File: src/rtl/multi_alarm_clock_pkg.sv
// Shared BCD time types, edit-field encodings and time arithmetic helpers
// for the multi-alarm clock core.
package multi_alarm_clock_pkg;

   typedef logic [7:0] bcd8_t;

   typedef struct packed {
      bcd8_t hh;
      bcd8_t mm;
   } hhmm_t;

   typedef struct packed {
      bcd8_t hh;
      bcd8_t mm;
      bcd8_t ss;
   } hhmmss_t;

   typedef struct packed {
      bcd8_t hh;
      logic  pm;
   } hh12_t;

   typedef enum logic [1:0] {
      FieldNone = 2'd0,
      FieldHour = 2'd1,
      FieldMin  = 2'd2,
      FieldSec  = 2'd3
   } edit_field_e;

   localparam bcd8_t MaxHour = 8'h23;
   localparam bcd8_t MaxMin  = 8'h59;
   localparam bcd8_t MaxSec  = 8'h59;

   function automatic logic [6:0] bcd_to_bin(bcd8_t v);
      return 7'(v[7:4]) * 7'd10 + 7'(v[3:0]);
   endfunction

   function automatic bcd8_t bin_to_bcd(logic [6:0] b);
      return {4'(b / 7'd10), 4'(b % 7'd10)};
   endfunction

   function automatic bcd8_t bcd_inc_wrap(bcd8_t val, bcd8_t max);
      bcd8_t r;
      if (val == max) begin
         r = 8'h00;
      end else if (val[3:0] == 4'd9) begin
         r = {val[7:4] + 4'd1, 4'd0};
      end else begin
         r = {val[7:4], val[3:0] + 4'd1};
      end
      return r;
   endfunction

   // n is at most 59, so at most one hour carry is possible.
   function automatic hhmm_t hhmm_add_min(hhmm_t t, logic [6:0] n);
      hhmm_t      r;
      logic [6:0] m;
      logic [6:0] h;
      m = bcd_to_bin(t.mm) + n;
      h = bcd_to_bin(t.hh);
      if (m >= 7'd60) begin
         m = m - 7'd60;
         h = (h == 7'd23) ? 7'd0 : h + 7'd1;
      end
      r.hh = bin_to_bcd(h);
      r.mm = bin_to_bcd(m);
      return r;
   endfunction

   function automatic hh12_t to_12h(bcd8_t hh);
      hh12_t      r;
      logic [6:0] h;
      h    = bcd_to_bin(hh);
      r.pm = (h >= 7'd12);
      if (h == 7'd0) begin
         r.hh = 8'h12;
      end else if (h > 7'd12) begin
         r.hh = bin_to_bcd(h - 7'd12);
      end else begin
         r.hh = hh;
      end
      return r;
   endfunction

endpackage

File: src/rtl/multi_alarm_clock_bcd_time_counter.sv
// BCD hh:mm:ss time-of-day counter with hold and per-field increment. The
// minute-rollover strobe and post-edge hh:mm feed the alarm compare.
module multi_alarm_clock_bcd_time_counter
   import multi_alarm_clock_pkg::*;
(
   input  logic        clk_i,
   input  logic        rst_i,
   input  logic        tick_i,
   input  logic        hold_i,
   input  logic        inc_i,
   input  edit_field_e field_i,
   output hhmmss_t     time_o,
   output hhmm_t       next_hhmm_o,
   output logic        min_roll_o
);

   hhmmss_t time_q;
   hhmmss_t time_d;

   always_comb begin
      time_d     = time_q;
      min_roll_o = 1'b0;
      if (tick_i && !hold_i) begin
         time_d.ss = bcd_inc_wrap(time_q.ss, MaxSec);
         if (time_q.ss == MaxSec) begin
            min_roll_o = 1'b1;
            time_d.mm  = bcd_inc_wrap(time_q.mm, MaxMin);
            if (time_q.mm == MaxMin) begin
               time_d.hh = bcd_inc_wrap(time_q.hh, MaxHour);
            end
         end
      end
      // Field edits never carry into the next field.
      if (inc_i) begin
         case (field_i)
            FieldHour: time_d.hh = bcd_inc_wrap(time_q.hh, MaxHour);
            FieldMin:  time_d.mm = bcd_inc_wrap(time_q.mm, MaxMin);
            FieldSec:  time_d.ss = 8'h00;
            default:   ;
         endcase
      end
   end

   always_ff @(posedge clk_i) begin
      if (rst_i) begin
         time_q <= '0;
      end else begin
         time_q <= time_d;
      end
   end

   assign time_o      = time_q;
   assign next_hhmm_o = {time_d.hh, time_d.mm};

endmodule

File: src/rtl/multi_alarm_clock.sv
// 24 h BCD time-of-day core with N minute alarms, snooze, ring timeout and
// a registered 12/24 h display of the time or the selected alarm.
module multi_alarm_clock
   import multi_alarm_clock_pkg::*;
#(
   parameter int unsigned N_ALARMS   = 4,
   parameter int unsigned SNOOZE_MIN = 5,
   parameter int unsigned RING_SEC   = 60
) (
   input  logic                CLK,
   input  logic                RESET,
   input  logic                TICK,
   input  logic                MODE_12H,
   input  logic [2:0]          EDIT_SEL,
   input  logic [1:0]          EDIT_FIELD,
   input  logic                INC,
   input  logic                AL_TOGGLE,
   input  logic                SNOOZE,
   input  logic                STOP,
   output logic [23:0]         DISP_BCD,
   output logic                PM,
   output logic [N_ALARMS-1:0] ALARM_EN,
   output logic [N_ALARMS-1:0] RINGING,
   output logic                BUZZ
);

   edit_field_e field;
   logic        sel_time;
   logic        hold;
   hhmmss_t     time_q;
   hhmm_t       cur_hhmm;
   hhmm_t       next_hhmm;
   hhmm_t       snooze_at;
   logic        min_roll;
   hhmm_t       al_hhmm [N_ALARMS];

   assign field     = edit_field_e'(EDIT_FIELD);
   assign sel_time  = (EDIT_SEL == 3'd0);
   assign hold      = sel_time && (field != FieldNone);
   assign cur_hhmm  = {time_q.hh, time_q.mm};
   assign snooze_at = hhmm_add_min(cur_hhmm, 7'(SNOOZE_MIN));

   multi_alarm_clock_bcd_time_counter u_time (
      .clk_i       (CLK),
      .rst_i       (RESET),
      .tick_i      (TICK),
      .hold_i      (hold),
      .inc_i       (INC && sel_time),
      .field_i     (field),
      .time_o      (time_q),
      .next_hhmm_o (next_hhmm),
      .min_roll_o  (min_roll)
   );

   for (genvar k = 0; k < N_ALARMS; k++) begin : g_alarm
      logic       sel;
      hhmm_t      hhmm_q, hhmm_d;
      hhmm_t      snz_hhmm_q, snz_hhmm_d;
      hhmm_t      target;
      logic       en_q, en_d;
      logic       ring_q, ring_d;
      logic       snz_q, snz_d;
      logic [7:0] cnt_q, cnt_d;

      assign sel    = (EDIT_SEL == 3'(k + 1));
      assign target = snz_q ? snz_hhmm_q : hhmm_q;

      // Later statements take priority: STOP/SNOOZE act on the old RINGING,
      // a fresh match re-arms, and disabling overrides everything.
      always_comb begin
         hhmm_d     = hhmm_q;
         snz_hhmm_d = snz_hhmm_q;
         en_d       = en_q;
         ring_d     = ring_q;
         snz_d      = snz_q;
         cnt_d      = cnt_q;
         if (INC && sel) begin
            if (field == FieldHour) begin
               hhmm_d.hh = bcd_inc_wrap(hhmm_q.hh, MaxHour);
            end else if (field == FieldMin) begin
               hhmm_d.mm = bcd_inc_wrap(hhmm_q.mm, MaxMin);
            end
         end
         if (ring_q && TICK) begin
            cnt_d = cnt_q - 8'd1;
            if (cnt_q == 8'd1) begin
               ring_d = 1'b0;
            end
         end
         if (STOP) begin
            ring_d = 1'b0;
            snz_d  = 1'b0;
         end else if (SNOOZE && ring_q) begin
            ring_d     = 1'b0;
            snz_d      = 1'b1;
            snz_hhmm_d = snooze_at;
         end
         if (en_q && min_roll && (next_hhmm == target)) begin
            ring_d = 1'b1;
            cnt_d  = 8'(RING_SEC);
            snz_d  = 1'b0;
         end
         if (AL_TOGGLE && sel) begin
            en_d = !en_q;
            if (en_q) begin
               ring_d = 1'b0;
               snz_d  = 1'b0;
               cnt_d  = 8'd0;
            end
         end
      end

      always_ff @(posedge CLK) begin
         if (RESET) begin
            hhmm_q     <= '0;
            snz_hhmm_q <= '0;
            en_q       <= 1'b0;
            ring_q     <= 1'b0;
            snz_q      <= 1'b0;
            cnt_q      <= 8'd0;
         end else begin
            hhmm_q     <= hhmm_d;
            snz_hhmm_q <= snz_hhmm_d;
            en_q       <= en_d;
            ring_q     <= ring_d;
            snz_q      <= snz_d;
            cnt_q      <= cnt_d;
         end
      end

      assign al_hhmm[k]  = hhmm_q;
      assign ALARM_EN[k] = en_q;
      assign RINGING[k]  = ring_q;
   end

   hhmmss_t     src;
   hh12_t       h12;
   logic [23:0] disp_d, disp_q;
   logic        pm_d, pm_q, buzz_q;

   always_comb begin
      src = time_q;
      for (int k = 0; k < N_ALARMS; k++) begin
         if (EDIT_SEL == 3'(k + 1)) begin
            src = {al_hhmm[k], 8'h00};
         end
      end
      h12    = to_12h(src.hh);
      disp_d = src;
      pm_d   = 1'b0;
      if (MODE_12H) begin
         disp_d = {h12.hh, src.mm, src.ss};
         pm_d   = h12.pm;
      end
   end

   always_ff @(posedge CLK) begin
      if (RESET) begin
         disp_q <= 24'h000000;
         pm_q   <= 1'b0;
         buzz_q <= 1'b0;
      end else begin
         disp_q <= disp_d;
         pm_q   <= pm_d;
         buzz_q <= |RINGING;
      end
   end

   assign DISP_BCD = disp_q;
   assign PM       = pm_q;
   assign BUZZ     = buzz_q;

endmodule

File: config.mk
export PLATFORM = sky130hd
export DESIGN_NAME = multi_alarm_clock
export DESIGN_NICKNAME = d
export VERILOG_FILES = /design/src/rtl/multi_alarm_clock_pkg.sv /design/src/rtl/multi_alarm_clock_bcd_time_counter.sv /design/src/rtl/multi_alarm_clock.sv
export SDC_FILE = /design/constraint.sdc
export NUM_CORES = 1
export LEC_CHECK = 0
export CAP_MARGIN = 30
export CORE_ASPECT_RATIO = 1.4
export CORE_MARGIN = 8
export CORE_UTILIZATION = 55
export DETAILED_ROUTE_END_ITERATION = 10
export PLACE_DENSITY = 0.76
export SETUP_SLACK_MARGIN = 0.4
export SLEW_MARGIN = 5
export SYNTH_ARGS = -nofsm -noshare
export SYNTH_HDL_FRONTEND = slang
export SYNTH_SLANG_ARGS = --single-unit
export TNS_END_PERCENT = 5
File: constraint.sdc
create_clock -name CLK -period 6.7 [get_ports CLK]
set_clock_uncertainty 0.1 [all_clocks]
set_input_delay 0.67 -clock CLK [delete_from_list [all_inputs] [get_ports CLK]]
set_output_delay 0.67 -clock CLK [all_outputs]
set_load 0.1 [all_outputs]
==> flow_summary.html <==
<table>
<tr><th>Metric</th><th>Value</th></tr>
<tr><th colspan="2">Setup path</th></tr>
<tr><td>Arr. time, crit path</td><td>6.42 ns</td></tr>
<tr><td>Worst setup path class</td><td>register to register</td></tr>
<tr><td>Type of element capturing the critical path</td><td>register</td></tr>
<tr><td>Crit-path most repeated cell</td><td>ha_1</td></tr>
<tr><td>Reg-to-reg endpoint</td><td>g_alarm[0].snz_hhmm_q[12]$_SDFFE_PP0P_</td></tr>
<tr><td>Required time at the worst-slack endpoint</td><td>around 7.0 ns</td></tr>
<tr><td>Reg2Reg Setup Slack</td><td>0.59 ns</td></tr>
<tr><td>Worst r2r src</td><td>u_time.time_o[15]$_SDFF_PP0_</td></tr>
<tr><td>Slowest cell on the critical path</td><td>fa_1</td></tr>
<tr><td>Maximum fanout along the worst path</td><td>12</td></tr>
<tr><td>Highest cell delay on the worst timing path</td><td>0.48 ns</td></tr>
<tr><td>Cell depth of the worst flop-to-flop path</td><td>25</td></tr>
<tr><td>Kind of start point of the critical path</td><td>register</td></tr>
<tr><th colspan="2">Floorplanning</th></tr>
<tr><td>Die height</td><td>~210 um</td></tr>
<tr><td>Standard-cell row count</td><td>slightly above 70</td></tr>
<tr><td>Effective utilization at floorplan</td><td>55.3%</td></tr>
<tr><td>CORE AREA</td><td>26,700 um2</td></tr>
<tr><td>Die footprint</td><td>32,400 um2</td></tr>
<tr><td>Number of primary I/O pins</td><td>between 40 and 50</td></tr>
<tr><td>Horizontal extent of the die</td><td>roughly 150 um</td></tr>
<tr><th colspan="2">CTS</th></tr>
<tr><td>Clock tree from TritonCTS</td><td>built</td></tr>
<tr><td>CTS clock-pin slew for the worst setup and hold paths</td><td>0.07 ns</td></tr>
<tr><td>Clock tree sinks</td><td>222</td></tr>
<tr><td>Number of buffers added by the clock tree synthesis step</td><td>22</td></tr>
<tr><td>Hold-fix buffer count after cts</td><td>0</td></tr>
<tr><td>Maximum level of the CTS H-tree</td><td>1</td></tr>
<tr><td>Latest clock arrival within the worst-skew pair</td><td>0.52 ns</td></tr>
<tr><td>Root buf cell</td><td>clkbuf_16</td></tr>
<tr><td>Max clock buf depth</td><td>3</td></tr>
<tr><th colspan="2">Place</th></tr>
<tr><td>GP Congestion</td><td>0.934</td></tr>
<tr><td>Hpwl dp</td><td>approximately 32,000 um</td></tr>
<tr><td>Count of buffers from port buffering</td><td>between 40 and 50</td></tr>
<tr><th colspan="2">Synth</th></tr>
<tr><td>Count of flip-flops with a built-in enable after synthesis</td><td>0</td></tr>
<tr><td>Largest family of logic cells by synthesized area</td><td>simple AND/OR/NAND/NOR gates</td></tr>
<tr><td>Top post-synthesis cells by area</td><td>dfxtp_1, ha_1, nor2_1</td></tr>
<tr><td>Most used DFF post-synth</td><td>dfxtp_1</td></tr>
<tr><td>Adder and majority cell fraction of the synthesized area</td><td>under 10%</td></tr>
<tr><td>Area fraction in and, or, nand and nor cells after synthesis</td><td>24.5%</td></tr>
<tr><td>Register area share after synthesis</td><td>about 30%</td></tr>
<tr><td>Post-synth top area share</td><td>~30%</td></tr>
<tr><td>Warnings from Yosys</td><td>0</td></tr>
<tr><td>Proportion of register bits with asynchronous set or reset after synthesis</td><td>0%</td></tr>
<tr><td>Total standard cell area after synthesis</td><td>14,700 um2</td></tr>
<tr><td>Post-Synth XOR/XNOR Area</td><td>about a tenth</td></tr>
<tr><td>Biggest area consumer among synthesized cells</td><td>dfxtp_1</td></tr>
<tr><td>Post-synthesis cell type count</td><td>89</td></tr>
<tr><td>Share of synthesized area spent on multiplexers</td><td>about 6.2%</td></tr>
<tr><td>Compound-Gate Fraction of Synth Area</td><td>16.9%</td></tr>
<tr><td>Synthesized area per cell</td><td>8.04 um2</td></tr>
<tr><td>Synth Instances</td><td>1,833</td></tr>
<tr><td>Count of state elements after synthesis</td><td>222</td></tr>
<tr><td>Syn nets</td><td>1,939</td></tr>
<tr><th colspan="2">Timing</th></tr>
<tr><td>Slew Viols, Final</td><td>0</td></tr>
<tr><td>Relative slew margins</td><td>roughly a third</td></tr>
<tr><td>Final worst path period share</td><td>91.1%</td></tr>
<tr><td>Summed negative setup slack over all endpoints</td><td>0 ns</td></tr>
<tr><td>Maximum frequency from static timing analysis</td><td>164 MHz</td></tr>
<tr><td>Number of endpoints with negative hold slack in the final report</td><td>0</td></tr>
<tr><td>Endpoints failing setup</td><td>0</td></tr>
<tr><td>Slew at the pin closest to its max-slew limit</td><td>1.00 ns</td></tr>
<tr><td>Setup repair after global routing missed its margin</td><td>yes</td></tr>
<tr><td>Min Clock Period, post-route</td><td>6.11 ns</td></tr>
<tr><th colspan="2">Hold path</th></tr>
<tr><td>Hold Crit Depth</td><td>2</td></tr>
<tr><td>HP Class</td><td>register to register</td></tr>
<tr><td>Launch instance of the worst min-delay path</td><td>g_alarm[3].snz_hhmm_q[8]$_SDFFE_PP0P_</td></tr>
<tr><td>Hold Crit Endpoint</td><td>g_alarm[3].snz_hhmm_q[8]$_SDFFE_PP0P_</td></tr>
<tr><th colspan="2">Global route</th></tr>
<tr><td>Remaining global-route overflow</td><td>0</td></tr>
<tr><td>Largest net degree at the start of global routing</td><td>182</td></tr>
<tr><td>Number of global-route vias before repair</td><td>13,100</td></tr>
<tr><td>GRT Util Overall</td><td>between 20% and 30%</td></tr>
<tr><td>Antenna violations before repair</td><td>0</td></tr>
<tr><td>Wire length of the first global-routing pass</td><td>~68,000 um</td></tr>
<tr><th colspan="2">Drt</th></tr>
<tr><td>First-pass iteration count of the detailed router</td><td>5</td></tr>
<tr><td>DR vias/cell</td><td>6.18</td></tr>
<tr><td>Number of vias in the routed layout</td><td>13,800</td></tr>
<tr><td>Total length of routed wires</td><td>42,600 um</td></tr>
<tr><td>Antenna-violating nets left</td><td>0</td></tr>
<tr><td>Initial drt markers</td><td>992</td></tr>
<tr><td>Post-detailed-route wirelength per cell</td><td>19.1 um</td></tr>
<tr><td>Remaining DRCs</td><td>0</td></tr>
<tr><th colspan="2">Cells and area</th></tr>
<tr><td>Utilization after layout</td><td>63.3%</td></tr>
<tr><td>Layout net count</td><td>approximately 2,000</td></tr>
<tr><td>Antenna cells</td><td>0</td></tr>
<tr><td>Area added between synthesis and finish</td><td>14.4%</td></tr>
<tr><td>Most common library cell in the layout ignoring fill and taps</td><td>dfxtp_1</td></tr>
<tr><td>Share of post-route cells with drive strength above 1</td><td>10.6%</td></tr>
<tr><td>Highest-count cells in the layout ignoring fill and taps</td><td>dfxtp_1, nor2_1, nand2_1</td></tr>
<tr><th colspan="2">Flow run</th></tr>
<tr><td>Number of max-cap violations</td><td>0</td></tr>
<tr><th colspan="2">Power and ir drop</th></tr>
<tr><td>Proportion of power drawn by combinational gates</td><td>~14%</td></tr>
<tr><td>Total leakage power</td><td>6.17 nW</td></tr>
<tr><td>Clock Power Share</td><td>42.6%</td></tr>
<tr><td>Switching power</td><td>837 uW</td></tr>
<tr><td>Power per standard cell area</td><td>184 nW/um2</td></tr>
<tr><td>Switch share</td><td>27.0%</td></tr>
<tr><td>Cell-internal power</td><td>2.26 mW</td></tr>
<tr><td>Seq pwr share</td><td>a little over two fifths</td></tr>
<tr><td>Maximum ir drop on the vdd rail</td><td>approximately 0.14 mV</td></tr>
<tr><th colspan="2">Outcome</th></tr>
<tr><td>Run status</td><td>completed</td></tr>
</table>
[per-layer routing]
layer,vias up,track usage (%),part of all wire [%]
li1,6688,-,-
met1,6535,28.5,39
met2,447,45.6,50
met3,135,2.61,5.3
met4,0,14.9,5.9
met5,-,0,0
[worst max-delay path by stage]
stage / startpoint / depth (start not counted) / to
final: u_time.time_o[15]$_SDFF_PP0_ / 25 / g_alarm[0].snz_hhmm_q[12]$_SDFFE_PP0P_
after global routing: u_time.time_o[15]$_SDFF_PP0_ / 25 / g_alarm[0].snz_hhmm_q[12]$_SDFFE_PP0P_
after CTS: u_time.time_o[12]$_SDFF_PP0_ / 25 / g_alarm[0].snz_hhmm_q[12]$_SDFFE_PP0P_
after detailed placement: EDIT_SEL[2] / 28 / DISP_BCD[19]$_SDFF_PP0_
after global placement: EDIT_SEL[2] / 28 / DISP_BCD[19]$_SDFF_PP0_
after floorplan: EDIT_SEL[1] / 36 / DISP_BCD[19]$_SDFF_PP0_
[cells by family (layout without fill, tap and decap cells)]
logic type | Yosys count | count (layout)
adders and majority gates | 93 | 93
xor gates and xnor gates | 163 | 163
DFF | 222 | 222
buffers and inverters | 158 | 231
AOI/OAI and AO/OA | 370 | 370
muxes | 87 | 87
and+or+nand+nor | 740 | 740
[synth_stat cells, drive strengths merged (11+ instances only)]
master	n
a211oi	67
a21o	14
a21oi	102
a31oi	14
and2	26
and3	20
buf	25
clkbuf	74
dfxtp	222
ha	87
inv	59
mux2i	79
nand2	181
nand2b	13
nand3	35
nand3b	20
nand4	39
nor2	220
nor2b	12
nor3	78
nor3b	11
nor4	34
o211ai	14
o21ai	64
or3	24
xnor2	74
xor2	89
[sequential cells by signal, summed over array words and instances, names as in the netlist]
signal,count
g_alarm.cnt_q,32
DISP_BCD,24
g_alarm.en_q,4
PM,1
u_time.time_o,24
al_hhmm,64
g_alarm.snz_hhmm_q,64
BUZZ,1
g_alarm.snz_q,4
g_alarm.ring_q,4
[through the flow]
stage | cell area [um2] | instances | worst slack [ns] | hold slack, ns | power, mW
2_1_floorplan | 14900 | 1833 | 0.419 | 0.336 | 1.67
3_3_place_gp | 15900 | 2187 | 0.117 | 0.342 | 1.79
3_5_place_dp | 15900 | 2188 | -0.0827 | 0.349 | 1.80
4_1_cts | 16700 | 2227 | 0.409 | 0.358 | 3.11
5_1_grt | 16900 | 2234 | 0.222 | 0.385 | 3.20
6_report | 16900 | 2234 | 0.594 | 0.359 | 3.10
[layout make-up]
type | count | area [um2]
Sequential cell | 222 | 4450
Clock buffer | 24 | 568
Clock inverter | 15 | 194
Inverter | 59 | 229
Tap cell | 328 | 410
Multi-Input combinational cell | 1453 | 9840
Fill cell | 2287 | 9780
Timing Repair Buffer | 133 | 1180
[power by group through the flow]
stage | sequential (mW) | clock, mW | combinational, mW
2_1_floorplan | 1.43 | 0 | 0.243
4_1_cts | 1.34 | 1.34 | 0.429
6_report | 1.34 | 1.32 | 0.439
3_5_place_dp | 1.37 | 0 | 0.427
3_3_place_gp | 1.37 | 0 | 0.422
5_1_grt | 1.34 | 1.39 | 0.470
[worst max-delay path, delay by kind of cell (launching register included)]
family,cells,cell delay [ns]
AOI/OAI and AO/OA,9,2.17
adders and majority gates,5,1.43
and+or+nand+nor,5,0.85
muxes,2,0.44
xor gates and xnor gates,2,0.42
DFF,1,0.42
buffers and inverters,2,0.14
[repair_timing]
| action | CTS | global route |
|---|---|---|
| gates resized for setup | 2 | 21 |
| cloned | 0 | 0 |
| pin swaps | 0 | 2 |
| setup endpoints to repair | 12 | 20 |
| buffers inserted | 0 | 3 |
(Power assumes the default switching activity.)
